[src/rtl/share_gen_prng.sv]
// Boolean-share generator for a 2-share masked AND gate: splits a,b into shares
// and supplies one fresh random bit per bundle, all drawn from an internal Galois LFSR.
module share_gen_prng #(
    parameter int                LFSR_W       = 32,
    parameter logic [LFSR_W-1:0] TAPS         = 32'h80200003,
    parameter logic [LFSR_W-1:0] DEFAULT_SEED = {{(LFSR_W-1){1'b0}}, 1'b1},
    parameter int                WARMUP       = 16
) (
    input  logic              clk,
    input  logic              rst,
    input  logic              seed_valid,
    input  logic [LFSR_W-1:0] seed_data,
    input  logic              in_valid,
    output logic              in_ready,
    input  logic              a,
    input  logic              b,
    output logic              out_valid,
    input  logic              out_ready,
    output logic              a0,
    output logic              a1,
    output logic              b0,
    output logic              b1,
    output logic              rN,
    output logic              seeded,
    output logic [1:0]        o_dbg_state,
    output logic [LFSR_W-1:0] o_dbg_lfsr
);

    // Handshake: a beat moves on a rising edge where valid && ready are both high.
    // A producer keeps valid and its payload stable until that edge; ready may
    // depend combinationally on the consumer's ready, never on the producer's valid.

    typedef enum logic [1:0] {
        S_UNSEEDED = 2'd0,
        S_WARMUP   = 2'd1,
        S_RUN      = 2'd2
    } state_t;

    localparam int CW = (WARMUP < 2) ? 1 : $clog2(WARMUP + 1);

    state_t            r_state;
    state_t            w_state_nxt;
    logic [LFSR_W-1:0] r_lfsr;
    logic [CW-1:0]     r_count;
    logic              r_out_valid;
    logic              r_a0;
    logic              r_a1;
    logic              r_b0;
    logic              r_b1;
    logic              r_rn;

    logic [LFSR_W-1:0] w_s1;
    logic [LFSR_W-1:0] w_s2;
    logic [LFSR_W-1:0] w_s3;
    logic              w_m_a;
    logic              w_m_b;
    logic              w_r;
    logic              w_in_ready;
    logic              w_xfer;
    logic              w_warm_last;

    function automatic logic [LFSR_W-1:0] f_step(input logic [LFSR_W-1:0] s);
        return (s >> 1) ^ (s[0] ? TAPS : '0);
    endfunction

    // Draw3: three chained steps per cycle; the output bits are the LSBs seen.
    always_comb begin
        w_s1  = f_step(r_lfsr);
        w_s2  = f_step(w_s1);
        w_s3  = f_step(w_s2);
        w_m_a = r_lfsr[0];
        w_m_b = w_s1[0];
        w_r   = w_s2[0];
    end

    assign w_warm_last = (int'(r_count) + 1 == WARMUP);
    assign w_in_ready  = (r_state == S_RUN) && !seed_valid && (!r_out_valid || out_ready);
    assign w_xfer      = in_valid && w_in_ready;

    always_comb begin
        w_state_nxt = r_state;
        if (seed_valid) begin
            w_state_nxt = (WARMUP == 0) ? S_RUN : S_WARMUP;
        end else begin
            case (r_state)
                S_WARMUP: if (w_warm_last) w_state_nxt = S_RUN;
                default:  w_state_nxt = r_state;
            endcase
        end
    end

    always_ff @(posedge clk) begin
        if (rst) begin
            r_state <= S_UNSEEDED;
            r_lfsr  <= DEFAULT_SEED;
            r_count <= '0;
        end else begin
            r_state <= w_state_nxt;
            if (seed_valid) begin
                r_lfsr  <= (seed_data == '0) ? DEFAULT_SEED : seed_data;
                r_count <= '0;
            end else if (r_state == S_WARMUP) begin
                r_lfsr  <= w_s3;
                r_count <= r_count + CW'(1);
            end else if (w_xfer) begin
                r_lfsr <= w_s3;
            end
        end
    end

    // Only masked values are registered: a^m_a is formed before the flop.
    always_ff @(posedge clk) begin
        if (rst) begin
            r_out_valid <= 1'b0;
            r_a0        <= 1'b0;
            r_a1        <= 1'b0;
            r_b0        <= 1'b0;
            r_b1        <= 1'b0;
            r_rn        <= 1'b0;
        end else if (w_xfer) begin
            r_out_valid <= 1'b1;
            r_a0        <= a ^ w_m_a;
            r_a1        <= w_m_a;
            r_b0        <= b ^ w_m_b;
            r_b1        <= w_m_b;
            r_rn        <= w_r;
        end else if (out_ready) begin
            r_out_valid <= 1'b0;
        end
    end

    assign in_ready    = w_in_ready;
    assign out_valid   = r_out_valid;
    assign a0          = r_a0;
    assign a1          = r_a1;
    assign b0          = r_b0;
    assign b1          = r_b1;
    assign rN          = r_rn;
    assign seeded      = (r_state == S_RUN);
    assign o_dbg_state = r_state;
    assign o_dbg_lfsr  = r_lfsr;

endmodule

[config.mk]
export PLATFORM = sky130hd
export DESIGN_NAME = share_gen_prng
export DESIGN_NICKNAME = d
export VERILOG_FILES = /design/src/rtl/share_gen_prng.sv
export SDC_FILE = /design/constraint.sdc
export NUM_CORES = 1
export LEC_CHECK = 0
export ABC_AREA = 1
export CORE_MARGIN = 4
export CORE_UTILIZATION = 48
export CTS_BUF_LIST = sky130_fd_sc_hd__clkbuf_4
export CTS_CLUSTER_SIZE = 25
export DETAILED_ROUTE_END_ITERATION = 8
export PLACE_DENSITY = 0.84
export SKIP_LAST_GASP = 1
export SYNTH_ARGS = -nofsm -noshare
export SYNTH_HDL_FRONTEND = slang
export SYNTH_SLANG_ARGS = --single-unit
[constraint.sdc]
create_clock -name clk -period 1.7 [get_ports clk]
set_input_delay 0.51 -clock clk [delete_from_list [all_inputs] [get_ports clk]]
set_output_delay 0.51 -clock clk [all_outputs]
set_load 0.05 [all_outputs]
==> results of run 1 <==
==> path summary, 6_finish.rpt <==
check,startpoint,endpoint,slack (ps),depth (start not counted)
worst max-delay path,o_dbg_state[0],in_ready,-10,4
worst min-delay path,r_count[0],r_count[0],500,2
worst max register to register,o_dbg_state[1],o_dbg_lfsr[25],140,7
worst min register to register,r_count[0],r_count[0],500,2
==> power by group through the flow <==
stage	logic (mW)	registers [mW]	clock network (mW)
6_report	1.00	1.23	0.537
2_1_floorplan	0.588	1.23	0
3_5_place_dp	0.992	1.25	0
4_1_cts	1.00	1.23	0.549
5_1_grt	1.07	1.24	0.597
3_3_place_gp	0.972	1.25	0
==> critical path: stages, from the launching register on <==
cell	delay, ps
dfxtp_4	370
inv_4	60
nand2_4	60
nor3_4	190
buf_12	160
==> Yosys cell counts (all sizes together) <==
| cell type | count |
|---|---|
| a21oi | 43 |
| a22oi | 24 |
| buf | 35 |
| clkbuf | 14 |
| dfxtp | 45 |
| ha | 1 |
| inv | 26 |
| nand2 | 64 |
| nand3 | 13 |
| nand4 | 1 |
| nor2 | 31 |
| nor3 | 1 |
| o21ai | 46 |
| or2 | 2 |
| xnor2 | 1 |
| xor2 | 4 |
==> metal layers <==
metal | GRT usage | vias up | wire (um)
li1 | - | 1252 | -
met1 | 0.276 | 1185 | 2780
met2 | 0.396 | 129 | 3550
met3 | 0.0700 | 21 | 605
met4 | 0.112 | 0 | 217
met5 | 0 | - | 0
==> per-stage QoR <==
stage | utilization | instance area [um^2]
floorplan | - | 2500
global placement | 0.743 | 3600
detailed placement | 0.743 | 3600
CTS | 0.761 | 3690
global route | 0.765 | 3710
finish | 0.765 | 3710
==> sequential cells by signal, summed over array words and instances, names as in the netlist <==
register	flops
o_dbg_lfsr	32
a0	1
out_valid	1
r_count	5
o_dbg_state	2
b1	1
rN	1
b0	1
a1	1
==> placed cells by master (no fill, tap or decap) <==
cell             count
dfxtp_4              3
clkbuf_4             6
buf_12              44
buf_4               15
clkinvlp_4           2
nand3_1             12
nor2_2               2
nand4_1              1
clkdlybuf4s50_1     36
a22oi_1             24
xor2_1               4
nand2_1             62
or2_1                1
xnor2_1              1
nand2_2              1
or2_2                1
o21ai_1              4
ha_1                 1
dlygate4sd2_1        2
inv_2                1
inv_1               23
nor3_4               1
nand2_4              1
nor2_1              27
nand3_4              1
o21ai_0             42
inv_4                2
nor2_4               2
dfxtp_1             42
a21oi_1             43
==> logic make-up after synthesis <==
logic type,Yosys count,share of synthesized area
AND/OR/NAND/NOR,112,0.193
XOR/XNOR,5,0.0177
adder cells (fa/ha/maj),1,0.00507
buffers and inverters,75,0.166
flip-flops,45,0.365
AO/OA/AOI/OAI,113,0.253
==> what timing repair did <==
| item | CTS | global route |
|---|---|---|
| endpoints found under the hold margin | 0 | 0 |
| endpoints found under the setup margin | 2 | 1 |
| setup buffers | 3 | 2 |
| pin swaps | 1 | 2 |
| gates resized for setup | 11 | 3 |
==> final cells by class <==
class,count,area share
timing repair buffer,97,0.370
multi-input combinational,231,0.318
sequential,45,0.246
inverter,26,0.0276
tap,67,0.0226
clock buffer,6,0.0121
clock inverter,2,0.00405
==> results.py, run 1 <==
metrics = {
    "synthesis": {
        "ys.warnings.count": 0,
        "ys_top_cells_by_area": "dfxtp_1 (36%), nand2_1 (9.4%), buf_4 (8.8%)",
        "syn_inst": 351,
        "synth_area_leader_cell": "dfxtp_1",
        "synth.avg_cell_area_um2": 7.03,
        "ys_seq_elements": 45,
        "netlist_area_um2": 2470,
        "syn-num-nets": 391,
        "synth_top_area_frac": 0.365,
        "ys_seq_area_frac": 0.365,
        "ys_types": 25,
    },
    "global_routing": {
        "grt_pass1_vias": 2535,
        "overflow": 0,
        "antenna_found_initial": 0,
        "grt_pass1_wl_um": 11800,
        "grt_max_degree": 35,
        "track_usage": 0.237,
    },
    "clock_tree": {
        "cts_buffers": 5,
        "cts_buffer_depth": 2,
        "cts_root_buf": "clkbuf_4",
        "htree_levels": 2,
        "hold_buffers": 0,
        "cts.clk_slew.worst_paths_ps": 120,
        "insertion_delay_ps": 370,
        "clock-sinks": 45,
        "cts_tree": "built",
    },
    "detailed_routing": {
        "drc": 0,
        "ant_nets": 0,
        "vias_per_cell": 5.46,
        "drtPass1Iterations": 4,
        "drt_iter0_markers": 297,
        "wl_per_cell_um": 15.1,
        "vias": 2587,
        "drt-total-wl_um": 7150,
    },
    "sta": {
        "worst_slack_ps": -13.1,
        "fin_skew_ps": 11.5,
        "rsz0062_at_grt": "yes",
        "hold_viol": 0,
        "tns_ps": -13.1,
        "hold_slack_ps": 498,
        "layout_min_cycle_time_ps": 1710,
        "tightest_slew_ps": 367,
        "finalMaxSlewViolations": 0,
        "period_share": 1.01,
        "slew_headroom": 0.755,
        "clock.fmax_mhz": 584,
        "setup_viol": 1,
    },
    "final_layout": {
        "layout.nets": 446,
        "n_fill_cell": 341,
        "syn2layout_area_growth_pct": 50.3,
        "final_cells": 474,
        "antennaDiodeCount": 0,
        "multi_input_area_um2": 1180,
        "drive_above_1_share": 0.201,
        "seq_area_um2": 912,
    },
    "power": {
        "p_leak_nw": 1.57,
        "pwr-share-clk": 0.194,
        "netSwitchingFraction": 0.358,
        "seqPwrFrac": 0.444,
        "total_power_mw": 2.77,
        "irDropWorstVdd_mv": 0.466,
        "combPwrFrac": 0.361,
        "pwr_density_cell_nw_per_um2": 746,
        "power.switching_mw": 0.990,
        "power.internal_mw": 1.78,
    },
    "die": {
        "dieArea_um2": 6350,
        "io_pins": 81,
        "core_um2": 4850,
        "die_y_um": 79.7,
        "rows": 25,
        "die_x_um": 79.7,
        "start_util": 0.509,
    },
    "placement": {
        "io_buffers": 80,
        "placedCellCount": 463,
        "hpwl_um": 5210,
        "post-place-ws_ps": -340,
        "gp_congestion": 0.883,
    },
    "setup_path": {
        "crit_arrival_ps": 1200,
        "crit_fanout": 3,
        "worstPathRequired_ps": 1190,
        "cp-start-kind": "flip-flop",
        "crit_path_end_kind": "output port",
        "criticalPathCategory": "flip-flop to output port",
    },
    "run_status": {
        "status": "finished, violations left",
        "violations": "negative setup slack",
    },
    "run": {
        "drv_cap": 0,
    },
    "min_path": {
        "hp-class": "flip-flop to flip-flop",
    },
}
(Power assumes the default switching activity.)
==> run 2, diff against run 1 <==
Settings changed: CORE_UTILIZATION 48 to 46, PLACE_DENSITY 0.84 to 0.81.
==> results.py, run 2 (synthesis gave the netlist of run 1 again) <==
metrics = {
    "sta": {
        "clock.fmax_mhz": 588,
        "slew_headroom": 0.766,
        "rsz0062_at_grt": "yes",
        "setup_viol": 1,
        "finalMaxSlewViolations": 0,
        "layout_min_cycle_time_ps": 1700,
        "fin_skew_ps": 8.18,
        "hold_viol": 0,
        "worst_slack_ps": -2.12,
        "tightest_slew_ps": 350,
        "period_share": 1.00,
    },
    "detailed_routing": {
        "drtPass1Iterations": 5,
        "wl_per_cell_um": 14.6,
        "vias_per_cell": 5.37,
        "drt-total-wl_um": 7040,
        "drt_iter0_markers": 245,
        "ant_nets": 0,
        "drc": 0,
        "vias": 2595,
    },
    "global_routing": {
        "grt_max_degree": 35,
        "overflow": 0,
        "grt_pass1_wl_um": 11300,
        "track_usage": 0.220,
        "antenna_found_initial": 0,
        "grt_pass1_vias": 2444,
    },
    "setup_path": {
        "worstPathRequired_ps": 1190,
        "crit_fanout": 4,
        "criticalPathCategory": "primary input to output port",
        "crit_chain": "dlygate4sd2_1, nor3_4, buf_12",
        "slowest_stage": "dlygate4sd2_1",
        "critPathMaxStageDelay_ps": 290,
        "crit_path_end_kind": "output port",
        "cp-start-kind": "primary input",
        "crit_arrival_ps": 1190,
    },
    "final_layout": {
        "multi_input_area_um2": 1180,
        "final_cells": 483,
        "utilization": 0.730,
        "n_fill_cell": 405,
        "final_cell_mix": "nand2_1 (62), buf_12 (44), a21oi_1 (43), o21ai_0 (42), dfxtp_1 (41)",
        "seq_area_um2": 911,
        "antennaDiodeCount": 0,
        "drive_above_1_share": 0.215,
        "syn2layout_area_growth_pct": 52.0,
        "layout.nets": 452,
        "final_common_cell": "nand2_1",
        "largest_register_ffs": 32,
    },
    "die": {
        "start_util": 0.480,
        "io_pins": 81,
        "die_y_um": 81.3,
        "rows": 26,
        "die_x_um": 81.3,
        "dieArea_um2": 6600,
        "core_um2": 5140,
    },
    "clock_tree": {
        "hold_buffers": 0,
        "clock-sinks": 45,
        "cts_buffers": 5,
        "htree_levels": 2,
        "cts_tree": "built",
        "cts_root_buf": "clkbuf_4",
        "cts.clk_slew.worst_paths_ps": 120,
        "cts_buffer_depth": 2,
        "insertion_delay_ps": 360,
    },
    "min_path": {
        "hp-class": "flip-flop to flip-flop",
    },
    "power": {
        "total_power_mw": 2.76,
        "pwr_density_cell_nw_per_um2": 735,
        "netSwitchingFraction": 0.353,
        "power.internal_mw": 1.78,
        "combPwrFrac": 0.364,
        "pwr-share-clk": 0.187,
        "irDropWorstVdd_mv": 0.494,
        "power.switching_mw": 0.973,
        "seqPwrFrac": 0.450,
        "p_leak_nw": 1.60,
    },
    "placement": {
        "placedCellCount": 473,
        "gp_congestion": 0.848,
        "io_buffers": 80,
        "hpwl_um": 5180,
        "post-place-ws_ps": -372,
    },
    "run_status": {
        "violations": "negative setup slack",
        "status": "finished, violations left",
    },
    "run": {
        "drv_cap": 0,
    },
}
[run 2: final timing paths]
kind,cells past startpoint,slack (ps),endpoint,startpoint
worst max-delay path,3,-2,in_ready,seed_valid
worst min-delay path,2,500,r_count[0],r_count[0]
worst max register to register,9,140,o_dbg_lfsr[28],out_valid
worst min register to register,2,500,r_count[0],r_count[0]
[run 2: critical path, delay by kind of cell]
family / cells / cell delay (ps)
buf+inv: 2 / 450
simple gates: 1 / 230
[run 2: cell type report]
class                      count  share of cell area
clock buffer                   6              0.0120
clock inverter                 2             0.00267
inverter                      26              0.0267
multi-input combinational    231               0.315
sequential                    45               0.243
tap                           70              0.0233
timing repair buffer         103               0.378
[run 2: timing repair]
item | CTS | global route
endpoints found under the setup margin | 3 | 2
gates resized for setup | 10 | 3
cloned | 0 | 0
setup buffers | 2 | 1
pin swaps | 1 | 2
[run 2: power groups by stage]
| stage | clock (mW) | sequential [mW] | combinational (mW) |
|---|---|---|---|
| 2_1_floorplan | 0 | 1.23 | 0.588 |
| 3_3_place_gp | 0 | 1.26 | 0.977 |
| 3_5_place_dp | 0 | 1.26 | 0.995 |
| 4_1_cts | 0.521 | 1.24 | 1.00 |
| 5_1_grt | 0.579 | 1.25 | 1.07 |
| 6_report | 0.514 | 1.24 | 1.00 |
[run 2: per-layer routing]
layer | part of all wire | routed length [um] | global-route usage
met1 | 0.41 | 2910 | 0.278
met2 | 0.49 | 3440 | 0.360
met3 | 0.077 | 544 | 0.0554
met4 | 0.020 | 142 | 0.0861
met5 | 0 | 0 | 0
[run 2: metrics by stage]
stage          setup TNS (ps)  hold WS [ps]  cell area (um^2)
5_1_grt                 -69.3           528              3750
3_3_place_gp           -10080           465              3660
4_1_cts                 -23.4           493              3740
3_5_place_dp           -12180           474              3660
2_1_floorplan            -131           448              2500
6_report                -2.12           495              3750
==> run 3, diff against run 2 <==
Settings changed: TNS_END_PERCENT from default to 100.
==> results of run 3 <==
Final layout, timing and power as in run 2 (identical DEF).
